$ cat src/rtl/rx_data_controller.sv
// Receive-side data controller: strips idle blocks, turns separator blocks into
// frame ends and packs per-lane 66-bit block payloads into one AXI4-Stream beat.
module rx_data_controller #(
    parameter int LANES      = 4,
    parameter int LANE_SEL_W = (LANES > 1) ? $clog2(LANES) : 1
) (
    input  logic                  clk,
    input  logic                  rst,
    input  logic                  single_lane,
    input  logic [LANE_SEL_W-1:0] lane_select,
    input  logic                  channel_up,
    input  logic                  rx_valid,
    input  logic [2*LANES-1:0]    rx_header,
    input  logic [64*LANES-1:0]   rx_data,
    output logic                  m_axi_valid,
    output logic                  m_axi_last,
    output logic [64*LANES-1:0]   m_axi_data,
    output logic [8*LANES-1:0]    m_axi_keep,
    output logic                  frame_err,
    output logic [15:0]           err_cnt
);

    typedef enum logic [1:0] {
        NOT_UP,
        IDLE,
        IN_FRAME
    } state_e;

    localparam logic [1:0] HDR_DATA  = 2'b01;
    localparam logic [1:0] HDR_CTRL  = 2'b10;
    localparam logic [7:0] TYPE_IDLE = 8'h78;
    localparam logic [7:0] TYPE_SEP  = 8'h1E;
    localparam logic [7:0] TYPE_SEP7 = 8'hE1;

    state_e                state_q, state_d;
    logic                  valid_q, valid_d;
    logic                  last_q, last_d;
    logic [64*LANES-1:0]   data_q, data_d;
    logic [8*LANES-1:0]    keep_q, keep_d;
    logic                  err_q, err_d;
    logic [15:0]           err_cnt_q, err_cnt_d;

    always_comb begin : next_beat
        logic       in_frame;
        logic       ended;
        int         lane;
        int         cnt;
        logic [1:0] hdr;
        logic [63:0] blk;
        logic [7:0] slot_keep;

        // NOTE: every variable gets a default before any branch; a path that skips
        // an assignment would otherwise make synthesis infer a latch.
        state_d   = state_q;
        last_d    = 1'b0;
        err_d     = 1'b0;
        keep_d    = '0;
        data_d    = '0;
        in_frame  = (state_q == IN_FRAME);
        ended     = 1'b0;
        lane      = 0;
        cnt       = 0;
        hdr       = '0;
        blk       = '0;
        slot_keep = '0;

        if (!channel_up) begin
            state_d = NOT_UP;
            // Losing the channel mid-frame closes the frame with an empty aborting beat.
            if (state_q == IN_FRAME) begin
                last_d = 1'b1;
                err_d  = 1'b1;
            end
        end else if (rx_valid) begin
            for (int s = 0; s < LANES; s++) begin
                lane      = single_lane ? int'(lane_select) : s;
                slot_keep = '0;
                if ((s == 0 || !single_lane) && lane < LANES) begin
                    hdr = rx_header[2*lane +: 2];
                    blk = rx_data[64*lane +: 64];
                    if (hdr == HDR_DATA) begin
                        if (ended) begin
                            err_d = 1'b1;
                        end else begin
                            slot_keep = 8'hFF;
                            in_frame  = 1'b1;
                        end
                    end else if (hdr == HDR_CTRL) begin
                        case (blk[63:56])
                            TYPE_IDLE: begin
                            end
                            TYPE_SEP: begin
                                if (ended) begin
                                    err_d = 1'b1;
                                end else begin
                                    cnt = int'(blk[55:48]);
                                    if (cnt > 6) begin
                                        err_d = 1'b1;
                                        cnt   = 6;
                                    end
                                    for (int b = 0; b < 8; b++) slot_keep[b] = (b < cnt);
                                    // An empty separator outside a frame carries nothing to end.
                                    if (in_frame || cnt != 0) begin
                                        last_d = 1'b1;
                                        ended  = 1'b1;
                                    end
                                    in_frame = 1'b0;
                                end
                            end
                            TYPE_SEP7: begin
                                if (ended) begin
                                    err_d = 1'b1;
                                end else begin
                                    slot_keep = 8'h7F;
                                    last_d    = 1'b1;
                                    ended     = 1'b1;
                                    in_frame  = 1'b0;
                                end
                            end
                            default: err_d = 1'b1;
                        endcase
                    end else begin
                        err_d = 1'b1;
                    end
                    for (int b = 0; b < 8; b++) begin
                        data_d[64*s + 8*b +: 8] = slot_keep[b] ? blk[8*b +: 8] : 8'h00;
                    end
                    keep_d[8*s +: 8] = slot_keep;
                end
            end
            state_d = in_frame ? IN_FRAME : IDLE;
        end else if (state_q == NOT_UP) begin
            state_d = IDLE;
        end

        valid_d   = (|keep_d) || last_d;
        err_cnt_d = (err_d && err_cnt_q != 16'hFFFF) ? err_cnt_q + 16'd1 : err_cnt_q;
    end

    // NOTE: state registers use non-blocking assignments so every flop samples the
    // values from before the edge, independent of statement order.
    always_ff @(posedge clk) begin
        if (rst) begin
            state_q   <= NOT_UP;
            valid_q   <= 1'b0;
            last_q    <= 1'b0;
            data_q    <= '0;
            keep_q    <= '0;
            err_q     <= 1'b0;
            err_cnt_q <= '0;
        end else begin
            state_q   <= state_d;
            valid_q   <= valid_d;
            last_q    <= last_d;
            data_q    <= data_d;
            keep_q    <= keep_d;
            err_q     <= err_d;
            err_cnt_q <= err_cnt_d;
        end
    end

    assign m_axi_valid = valid_q;
    assign m_axi_last  = last_q;
    assign m_axi_data  = data_q;
    assign m_axi_keep  = keep_q;
    assign frame_err   = err_q;
    assign err_cnt     = err_cnt_q;

endmodule

$ cat config.mk
export PLATFORM = sky130hd
export DESIGN_NAME = rx_data_controller
export DESIGN_NICKNAME = d
export VERILOG_FILES = /design/src/rtl/rx_data_controller.sv
export SDC_FILE = /design/constraint.sdc
export NUM_CORES = 1
export LEC_CHECK = 0
export BUFFER_PORTS_ARGS = -buffer_cell sky130_fd_sc_hd__buf_2
export CELL_PAD_IN_SITES_DETAIL_PLACEMENT = 1
export CELL_PAD_IN_SITES_GLOBAL_PLACEMENT = 1
export CORE_AREA = 2 2 228 230
export CTS_CLUSTER_DIAMETER = 60
export CTS_CLUSTER_SIZE = 20
export DETAILED_ROUTE_END_ITERATION = 8
export DIE_AREA = 0 0 230 232
export PLACE_DENSITY_LB_ADDON = 0.1
export SLEW_MARGIN = 10
export SYNTH_ARGS = -nofsm -noshare
export SYNTH_HDL_FRONTEND = slang
export SYNTH_SLANG_ARGS = --single-unit
export TNS_END_PERCENT = 10
$ cat constraint.sdc
create_clock -name clk -period 5.2 [get_ports clk]
set_clock_uncertainty 0.1 [all_clocks]
set_input_delay 0.78 -clock clk [delete_from_list [all_inputs] [get_ports clk]]
set_output_delay 0.78 -clock clk [all_outputs]
set_load 0.01 [all_outputs]
=== After elaboration in Yosys (flattened, before gate mapping) ===
Index checks and enable logic that the tools add are counted.

* Add/subtract/negate cells: 1
* $mul: 0
* Divide/modulo/power cells: 0
* Magnitude comparators: 40
* Equal/unequal tests: 22
* Shift operators: 8
* Muxes and demuxes: 182
* Bitwise gates (word level): 38
* Reductions and logical operators: 55

{| class="wikitable"
|+ Operator list
! cell !! number
|-
| 256-bit by 9-bit indexed part select with 64-bit output || 4
|-
| 32-bit two-way mux || 29
|-
| 4-bit by 32-bit less-than comparator with 1-bit output (first input constant) || 16
|-
| 8-bit two-way mux || 34
|-
| 3-bit by 32-bit less-than comparator with 1-bit output (first input constant) || 8
|-
| 5-bit OR reduction || 32
|-
| 1-bit by 32-bit less-than comparator with 1-bit output (first input constant) || 4
|-
| 2-bit by 32-bit less-than comparator with 1-bit output (first input constant) || 4
|-
| 32-bit nonzero test || 4
|-
| 1-bit two-way mux || 95
|-
| 8-bit one-hot mux with 2 select lines || 4
|-
| 1-bit inverter || 38
|-
| 8-bit by 5-bit equality test with 1-bit output (second input constant) || 4
|-
| 8-bit by 7-bit equality test with 1-bit output (second input constant) || 4
|-
| 8-bit equality test (second input constant) || 4
|-
| 8-bit by 3-bit greater-than comparator with 1-bit output (second input constant) || 4
|-
| 32-bit OR reduction || 1
|-
| 8-bit by 4-bit indexed part select with 2-bit output || 4
|-
| 7-bit two-way mux || 3
|-
| 16-bit by 1-bit adder with 16-bit output (second input constant) || 1
|-
| 16-bit inequality test (second input constant) || 1
|-
| 2-bit two-way mux || 7
|-
| 1-bit one-hot mux with 2 select lines || 7
|-
| 2-bit by 3-bit less-than comparator with 1-bit output (second input constant) || 4
|-
| other kinds (9) || 30
|}

* Register bits after elaboration: 309
* Latch bits: 0
* Bits in writable memories: 0
* Bits in read-only memories: 0
* Bits of input ports: 271
* Output and inout port bits: 307
* Word-level logic and storage cells: 384
* Memories kept: 0

=== Logic depth before layout (Yosys ltp) ===
Gate-level depths: netlist (run 1).

* Word-level depth: 73
* Gate-level depth with buffers: 18
* Depth with buffers taken out: 11

=== Worst setup path after synthesis (run 1) ===
Ideal clock, no wire load.

* Path type: input-to-reg
* Start point: input port lane_select[0]
* End point: register err_cnt_q[1] (netlist: err_cnt[1])
* Library setup time: 0.128 ns
* Arrival: 3.629 ns
* Data required time: 4.972 ns
* Path slack: 1.343 ns
* Stages on the path: 15
* Path buffers: 4
* Cells stage by stage: buf_6 -> and2_4 -> buf_6 -> buf_4 -> o211ai_1 -> o221ai_1 -> a211o_1 -> a311oi_2 -> a211o_1 -> a31oi_1 -> a2111o_1 -> o21ai_4 -> buf_6 -> mux2i_1 -> nor2_1

* Cells in the longest elaborated chain, start to end: 43
* Elaborated cells on any way between the ends: 141
* Classes of those cells: order compare (8); eq/ne (20); shift (8); mux (92); reduce/logical (13)

{| class="wikitable"
|+ RTL lines
! item !! line !! RTL
|-
| start, declared || 10 || <nowiki>input logic [LANE_SEL_W-1:0] lane_select,</nowiki>
|-
| 2-bit two-way mux || 76 || <nowiki>lane = single_lane ? int'(lane_select) : s;</nowiki>
|-
| 256-bit by 9-bit indexed part select with 64-bit output || 80 || <nowiki>blk = rx_data[64*lane +: 64];</nowiki>
|-
| 8-bit by 3-bit greater-than comparator with 1-bit output || 97 || <nowiki>if (cnt > 6) begin</nowiki>
|-
| 8-bit two-way mux || 97 ||
|-
| 32-bit two-way mux || 89 || <nowiki>case (blk[63:56])</nowiki>
|-
| 32-bit two-way mux || 88 || <nowiki>end else if (hdr == HDR_CTRL) begin</nowiki>
|-
| 32-bit two-way mux || 81 || <nowiki>if (hdr == HDR_DATA) begin</nowiki>
|-
| 32-bit two-way mux || 78 || <nowiki>if ((s == 0 || !single_lane) && lane < LANES) begin</nowiki>
|-
| [... 27 more ...] || -- ||
|-
| 1-bit two-way mux, on equally long branches || 82, 111, 93 ||
|-
| 1-bit one-hot mux with 3 select lines || 89 ||
|-
| 1-bit two-way mux || 88 ||
|-
| 1-bit two-way mux || 81 ||
|-
| 1-bit two-way mux (*) || 78 ||
|-
| 1-bit two-way mux (*) || 74 || <nowiki>end else if (rx_valid) begin</nowiki>
|-
| 1-bit two-way mux (*) || 67 || <nowiki>if (!channel_up) begin</nowiki>
|-
| 1-bit logical AND (*) || 137 || <nowiki>err_cnt_d = (err_d && err_cnt_q != 16'hFFFF) ? err_cnt_q + 16'd1 : err_cnt_q;</nowiki>
|-
| end signal, assigned || 158 || <nowiki>err_cnt_q <= err_cnt_d;</nowiki>
|-
| end, declared || 41 || <nowiki>logic [15:0] err_cnt_q, err_cnt_d;</nowiki>
|}

Mark *: on every way between the ends. The rest lies on a longest branch, timed or not. The select of a mux whose other input is x is not followed.
A chain may end at the register's enable or synchronous reset.

=== Worst setup path after layout (run 1) ===
Ends and elaborated chain as after synthesis.

==> results, run 1 <==
- The final design instance area without fill is roughly 20,000 um^2.
- The final period utilization is 86.9%.
- The most common cell type on the critical path is buf_4.
- The clock passes through at most 3 buffers.
- The family with the most delay on the worst path is compound AO/OA/AOI/OAI gates.
- The count of input and output buffers is approximately 580.
- For the worst setup path, the data required time is 5.53 ns.
- Post-CTS timing repair inserted 0 buffers for setup.
- The number of antenna violations at the first check in global routing is 21.
- The highest ir drop seen on vdd is about 0.00018 V.
- The final number of max-transition violations is 0.
- The number of clock buffers added by TritonCTS is 36.
- The HPWL after detailed placement is 63.7 mm.
- The count of unique library cells instantiated by Yosys is 84.
- The worst setup path is of the in2reg kind.
- The run finished with clean final reports.
- In the global route stage, overall resource usage came out at between 20% and 30%.
- The post-route netlist has 31.8% of its cells at a drive strength greater than 1.
- The DRC violations left is 0.
- The wire length of the first global-routing pass is approximately 120 mm.
- The number of gates resized after CTS is 0.
- The fmax is around 220 MHz.
- Sequential cells burn 40.1% of the power.
- After synthesis, the largest area contributor takes up roughly 41% of total cell area.
- The post-layout net count is around 2,600.
- The clock period minus final worst setup slack is roughly 4.5 ns.
- The number of top-level design ports is 578.
- The final number of hold-violating endpoints is 0.
- The part of the power in the clock network is roughly 45%.
- Yosys attributes the largest share of cell area to dfxtp_1, nand2_1, a311oi_1.
- Synthesis produced a netlist with a net count of just over 2,000.
- The net load switching power is roughly 1800 uW.
- The switching power share of the total is a little over 30%.
- The floorplan step defined a die boundary enclosing roughly 53,000 um^2.
- The placeable core region is around 50,000 um^2.
- For this run, the leading register cell type out of synthesis is dfxtp_1.
- The path class of the tightest hold or removal check is in2reg.
- The element type at the critical path start is an input pin.
- The leakage dissipation is approximately 0.0094 uW.
- The final design utilization is 39.4%.
- The floorplan die height is between 200 and 250 um.
- Averaged over all synthesized cells, the footprint is between 8 and 9 um^2.
- The largest incremental delay on the critical path is 0.52 ns.
- The pin count of the biggest net entering global routing is 82.
- The mapped netlist covers roughly 15,000 um^2.
- Summed over all layers, the global routing overflow is 0.
- For the final routed database, the setup TNS stands at 0 ns.
- After synthesis, the share of flip-flops with an asynchronous set or reset is 0%.
- TritonCTS built the clock tree.
- Setup violations remaining at the end of the flow were counted as 0.
- The yosys synthesis warning count is 0.
- The floorplan has slightly above 80 rows.
- In this run the remaining antenna-violating nets after routing total 0.
- The part of the total power dissipated in combinational logic is 14.9%.
- Traced cell by cell, the critical path runs through buf_4 > buf_4 > buf_4 > nor2b_1 > a211oi_2 > a32oi_1 > o21bai_1 > o41ai_1 > a21oi_1 > a311oi_1 > a21oi_1 > o21ai_4 > buf_4 > mux2i_1 > nor2_1.
- Summing all multi-input logic gate instances after layout gives 8260 um^2.
- Synthesis produced a netlist whose cell count is 1,779.
- The vias per cell is about 5.6.
- The clock insertion delay at the later pin of the skew report is 0.55 ns.
- The internal power consumption is between 4000 and 5000 uW.
- The sequential fraction of the synthesis area is between 40% and 50%.
- The starting DRC count in detailed routing is 1,038.
- The most frequently used cell type in the post-synthesis netlist is nand2_1.
- The first detailed-routing pass took 7 iterations.
- The via count of the first global-routing pass is 17,200.
- Data arrives at the worst endpoint at just under 5 ns.
- The cell sitting at the root of the clock tree is a clkbuf_16.
- In this run the cell area measured after placement is 18,700 um^2.
- The highest fanout seen on the critical path is 32.
- The count of flip-flops with a built-in enable after synthesis is 0.
- The combined flip-flop and latch cell area is 6190 um^2.
- At the end of routability-driven placement, the weighted congestion stood at roughly 0.95.
- Fill cells in the final layout number between 6,000 and 7,000.
- In this run the tightest slew margin relative to its limit is around a quarter.
- Once the floorplan was initialized, standard cells occupied a little under 30% of the core.
- In this run, post-CTS hold repair placed 0 buffers.
- The kind of end point of the critical path is a flip-flop.
- In the final routed layout, each cell accounts on average for around 28 um.
- For this design the ratio of total power to cell area is around 300 nW/um^2.
- The clock transition at the registers of the reported paths is around 0.070 ns.
- Counting both buffers and inverters, the worst setup path holds a total of 4.
- The slowest stage of the critical path belongs to the cell o41ai_1.
- The clock net sink count is 309.
- Setup repair after global routing left no endpoint under its margin.
- The post-synthesis register bit count is ~300.
- Max-cap violations in this run came to 0.
- The growth of design area from synthesis to finish is 32.1%.
- Summed over all layers, the routed wires come to roughly 84 mm.
- The biggest area contributor in the post-synthesis netlist is dfxtp_1.
- The deepest level of the CTS H-tree is 2.
- The commonest cells after synthesis are nand2_1, dfxtp_1, a311oi_1.
- The slew at the pin closest to its max-slew limit is between 1 and 1.5 ns.
- The number of vias after detailed routing is 17,000.
- The width of the chip is roughly 230 um.
-- area by class of cell --
cell class                 instances  share of cell area (%)
multi-input combinational       1286                    41.2
tap                              680                    4.25
clock buffer                      40                    4.57
antenna                           20                   0.250
inverter                          48                   0.899
sequential                       309                    30.9
clock inverter                    26                    1.63
timing repair buffer             625                    16.3
-- kinds of logic after synthesis --
family,share of synthesized area [%]
flip-flops,40.8
XOR/XNOR,0.0578
AO/OA/AOI/OAI,23.2
multiplexers,7.44
AND/OR/NAND/NOR,23.3
buffers and inverters,5.13
adder cells (fa/ha/maj),0.0825
-- worst min-delay path, stage by stage --
cell	delay, ns
buf_2	0.10
nand2_1	0.05
a311oi_1	0.08
-- power groups by stage --
| stage | registers, uW | logic [uW] | clock network [uW] |
|---|---|---|---|
| final | 2410 | 895 | 2700 |
| after global routing | 2410 | 957 | 2850 |
| after CTS | 2410 | 881 | 2750 |
| after detailed placement | 2460 | 878 | 0 |
| after global placement | 2460 | 870 | 0 |
| after floorplan | 2470 | 448 | 0 |
-- worst paths after layout --
check / from / to / slack [ns] / depth (start not counted)
worst max-delay path: lane_select[0] / err_cnt[1]$_SDFFE_PP0P_ / 0.68 / 15
worst min-delay path: rx_data[83] / m_axi_data[83]$_SDFF_PP0_ / 0.37 / 3
worst max register to register: state_q[1]$_SDFFE_PP0P_ / err_cnt[10]$_SDFFE_PP0P_ / 2.15 / 11
worst min register to register: err_cnt[9]$_SDFFE_PP0P_ / err_cnt[9]$_SDFFE_PP0P_ / 0.43 / 2
-- layout by cell type, fill, tap and decap left out, types with 6 or more instances in the layout --
| master | n |
|---|---|
| o21ai_1 | 14 |
| mux2_2 | 10 |
| o211ai_1 | 6 |
| nand4_1 | 7 |
| mux4_2 | 8 |
| nor2b_1 | 6 |
| nor4bb_1 | 7 |
| a31oi_1 | 11 |
| inv_1 | 47 |
| inv_8 | 6 |
| a211o_1 | 11 |
| a211oi_2 | 8 |
| nor3b_1 | 9 |
| buf_4 | 49 |
| clkbuf_16 | 36 |
| nand2b_1 | 7 |
| nand2_1 | 350 |
| buf_2 | 575 |
| and3_1 | 75 |
| nand3_1 | 29 |
| and2_1 | 73 |
| a211oi_1 | 121 |
| or3_1 | 22 |
| mux2i_1 | 82 |
| o21ai_0 | 31 |
| nor3_1 | 42 |
| a21oi_1 | 36 |
| diode_2 | 20 |
| nor2_1 | 64 |
| a311oi_1 | 136 |
| a21o_1 | 11 |
| dfxtp_1 | 309 |
-- flip-flops by register name, indices dropped and copies added, names as in the netlist --
register and flops:
err_cnt 16, frame_err 1, m_axi_data 256, m_axi_keep 32
m_axi_last 1, m_axi_valid 1, state_q 2
-- metrics by stage --
step | setup WS [ns] | hold slack, ns | power, uW | instances
2_1_floorplan | 1.34 | 0.377 | 2920 | 1779
3_3_place_gp | 0.343 | 0.390 | 3330 | 2948
3_5_place_dp | 0.243 | 0.419 | 3340 | 2948
4_1_cts | 0.821 | 0.345 | 6040 | 3014
5_1_grt | 0.505 | 0.369 | 6210 | 3030
6_report | 0.680 | 0.373 | 6000 | 3034
-- layer usage --
layer / part of all wire (%) / vias to the layer above / global-route usage [%]
met4: 3.5 / 8 / 11.0
met5: 0.061 / - / 0
met3: 6.0 / 144 / 5.38
met2: 48 / 684 / 51.1
met1: 42 / 8530 / 37.8
li1: - / 7649 / -
Note: power is estimated with default switching activity, not from simulation.
==> run 2, diff against run 1 <==
--- a/config.mk
+++ b/config.mk
@@ -8,11 +8,11 @@
 export BUFFER_PORTS_ARGS = -buffer_cell sky130_fd_sc_hd__buf_2
 export CELL_PAD_IN_SITES_DETAIL_PLACEMENT = 1
 export CELL_PAD_IN_SITES_GLOBAL_PLACEMENT = 1
-export CORE_AREA = 2 2 228 230
+export CORE_AREA = 8 8 221 223
 export CTS_CLUSTER_DIAMETER = 60
 export CTS_CLUSTER_SIZE = 20
 export DETAILED_ROUTE_END_ITERATION = 8
-export DIE_AREA = 0 0 230 232
+export DIE_AREA = 0 0 229 231
 export PLACE_DENSITY_LB_ADDON = 0.1
 export SLEW_MARGIN = 10
 export SYNTH_ARGS = -nofsm -noshare
==> constraint.sdc (replaced) <==
create_clock -name clk -period 5.2 [get_ports clk]
set_clock_uncertainty 0.1 [all_clocks]
set_input_delay 0.52 -clock clk [delete_from_list [all_inputs] [get_ports clk]]
set_output_delay 0.52 -clock clk [all_outputs]
set_load 0.01 [all_outputs]
==> run 2 against run 1 <==
Worst hold slack worse by 0.30 ns. Register-to-register slack better by 0.05 ns. Via count up 0.33%. Critical endpoint is now m_axi_data[232]$_SDFF_PP0_. Global-route usage increased by 0.59 points. Maximum frequency increased by 6.2%. Critical path type unchanged.
==> results, run 2 (synthesized netlist as in run 1, its figures left out) <==
- The total global routing overflow was 0 (unchanged).
- The worst hold path class is in2reg.
- The number of buffers added by the clock tree synthesis step is 31 (-14%).
- The most common cell type on the critical path is buf_4.
- The launch point of the worst path is lane_select[0].
- The summed negative setup slack over all endpoints is 0 ns (unchanged).
- The count of input and output buffers is 577 (unchanged).
- The power per unit of standard cell area is 293 nW/um^2 (-2.1%).
- The overall routed net length is 85.4 mm (+2.1%).
- The worst setup slack for register-to-register paths was 2.20 ns (+0.05 ns).
- The number of max-cap violations is 0 (unchanged).
- The kind of end point of the critical path is a flip-flop.
- The largest individual stage delay along the critical path comes from the cell buf_2.
- The fmax came to 235 MHz (+6.2%).
- The worst setup slack before clock tree synthesis is 0.371 ns (+0.128 ns).
- The final number of max-transition violations is 0 (unchanged).
- The vias per cell is 5.79 (+3.3%).
- The number of vias after detailed routing came to 17,100 (+0.33%).
- The clock transition at the registers of the reported paths is 0.08 ns (about the same).
- The kind of critical path is in2reg.
- The final design instance area without fill came to 19,900 um^2 (-0.91%).
- The highest ir drop seen on vdd was 0.000265 V (+46%).
- The area growth from synthesis to layout is 30.9%.
- The clock period minus final worst setup slack is 4.26 ns (-0.263 ns).
- The library cells used most frequently in the layout, excluding fill and tap cells, are buf_2, nand2_1, dfxtp_1, a311oi_1, a211oi_1.
- The placeable core region came to 45,100 um^2 (-11%).
- The total of hold buffers inserted after clock tree synthesis is 0 (unchanged).
- The number of top-level design ports is 578 (unchanged).
- The clock insertion delay at the later pin of the skew report is 0.61 ns (+0.06 ns).
- The number of antenna violations at the first check in global routing was 21 (unchanged).
- The number of search-and-repair iterations in the first detailed-routing pass is 5 (-2).
- The via count of the first global-routing pass is 17,900 (+4.1%).
- The final period utilization is 81.9% (-5.1 points).
- The highest fanout seen on the critical path is 29 (-9.4%).
- The slew at the pin closest to its max-slew limit is 1.18 ns (+0.0846 ns).
- The required time of the worst setup path was 5.62 ns (+0.09 ns).
- The element type at the critical path start is an input pin.
- The most frequent standard cell in the layout excluding fill and tap cells is buf_2.
- The startpoint identified for the worst hold timing path is rx_data[3].
- The worst register-to-register path ends at m_axi_data[179]$_SDFF_PP0_.
- The clock net sink count is 309 (unchanged).
- The area of combinational cells with multiple inputs is 8250 um^2 (about the same).
- The worst setup margin is 0.943 ns (+0.263 ns).
- The pin count of the biggest net entering global routing came to 73 (-11%).
- The DRC violations left is 0 (unchanged).
- The data arrival time at the worst-slack endpoint was 4.68 ns (-0.17 ns).
- The post-detailed-route count of antenna-violating nets was 0 (unchanged).
- The largest incremental delay on the critical path is 0.48 ns (-0.04 ns).
- The buffer cell driving the clock tree root is clkbuf_16.
- The signal on the critical path passes through buf_2 > and2_4 > buf_4 > buf_4 > mux2i_1 > nand3_1 > a21boi_0 > nand2b_1 > nor4_1 > a31o_1 > and2_1 > o21ai_2 > a21o_1 > a311oi_1.
- The initial cell density of the core came to 33.6% (+3.8 points).
- The combined flip-flop and latch cell area was 6190 um^2 (unchanged).
- The worst reg2reg path depth is 6 (-5).
- The post-layout net count was 2,578 (unchanged).
- Setup repair after global routing left no endpoint under its margin.
- The total number of placement rows is 78 (-6.0%).
- The floorplan die height is 231 um (-0.43%).
- The final weighted congestion in routability-driven placement is 0.956 (+1.0%).
- The number of failing setup endpoints in the final timing report came to 0 (unchanged).
- The count of buffers added by post-CTS timing repair for setup came to 0 (unchanged).
- TritonCTS built the clock tree.
- The clock tree buffer depth is 3 (unchanged).
- The path with the worst hold slack has its endpoint at m_axi_data[3]$_SDFF_PP0_.
- In this run the critical register-to-register path is launched from state_q[1]$_SDFFE_PP0P_.
- The full die area is 52,900 um^2 (-0.86%).
- The run finished with clean final reports.
- The final number of hold-violating endpoints is 0 (unchanged).
- The area of placed instances was 18,700 um^2 (-0.40%).
- The number of flip-flops under the largest register name is 256 (unchanged).
- The worst hold path stage count is 3 (unchanged).
- The wire length of the first global-routing pass is 124 mm (+4.1%).
- The share of cells above drive strength 1 is 31.8% (-0.045 points).
- The average wire per cell in the routed design is 29.0 um (+5.1%).
- The count of filler cells inserted in the layout is 5,504 (-11%).
- The starting DRC count in detailed routing was 1,316 (+27%).
- The worst slew margin relative to its limit is 19.1% (-7.2 points).
- The total track usage is 30.6% (+0.59 points).
- The deepest level of the CTS H-tree is 1 (-1).
- The post-DP HPWL is 66.0 mm (+3.6%).
- The number of gates resized after CTS is 0 (unchanged).
- The width of the chip came to 229 um (-0.43%).
- The leakage dissipation came to 0.00938 uW (-0.39%).
[run 2: cell count changes in the layout (fill, tap and decap cells not counted), sizes merged]
cell	change
clkinvlp	+3
clkinv	-2
clkbuf	-7
diode	-4
inv	-3
buf	+5
bufinv	+1
[run 2: through the flow]
stage | std cells | utilization [%] | hold WS (ns) | power [uW]
final | 2947 | 44.0 | 0.0727 | 5820
after global routing | 2945 | 44.0 | 0.0700 | 6010
after CTS | 2931 | 43.9 | 0.0373 | 5850
after detailed placement | 2873 | 41.4 | 0.406 | 3330
after global placement | 2873 | 41.4 | 0.387 | 3320
after floorplan | 1779 | - | 0.377 | 2920
[run 2: metal layers]
metal / part of all wire, % / track usage [%] / vias up
met5: 0.12 / 0 / -
met4: 3.3 / 10.9 / 12
met3: 6.3 / 5.84 / 157
met2: 49 / 53.2 / 705
met1: 41 / 37.3 / 8552
li1: - / - / 7645
[run 2: where the power goes]
group | switching, uW | internal, uW
Sequential | 12.7 | 2390
Clock | 1160 | 1370
Combinational | 588 | 300
Total | 1760 | 4060
[run 2: worst max-delay path by stage]
| stage | to | slack, ns | depth (start not counted) |
|---|---|---|---|
| 2_1_floorplan | err_cnt[1]$_SDFFE_PP0P_ | 1.60 | 15 |
| 3_3_place_gp | m_axi_data[182]$_SDFF_PP0_ | 0.38 | 11 |
| 3_5_place_dp | m_axi_data[232]$_SDFF_PP0_ | 0.37 | 14 |
| 4_1_cts | m_axi_data[232]$_SDFF_PP0_ | 1.01 | 14 |
| 5_1_grt | m_axi_data[238]$_SDFF_PP0_ | 0.63 | 14 |
| 6_report | m_axi_data[232]$_SDFF_PP0_ | 0.94 | 14 |
[run 2: layout make-up]
cell class,count,share of cell area (%)
Clock buffer,33,4.00
Antenna cell,16,0.202
Clock inverter,25,1.77
Tap cell,600,3.78
Inverter,48,0.908
Timing Repair Buffer,630,16.6
Multi-Input combinational cell,1286,41.6
Sequential cell,309,31.2
[run 2: worst max-delay path, delay by kind of cell]
kind / cells / cell delay [ns]
compound gates: 5 / 1.63
buf+inv: 3 / 1.08
simple gates: 5 / 1.11
mux: 1 / 0.29
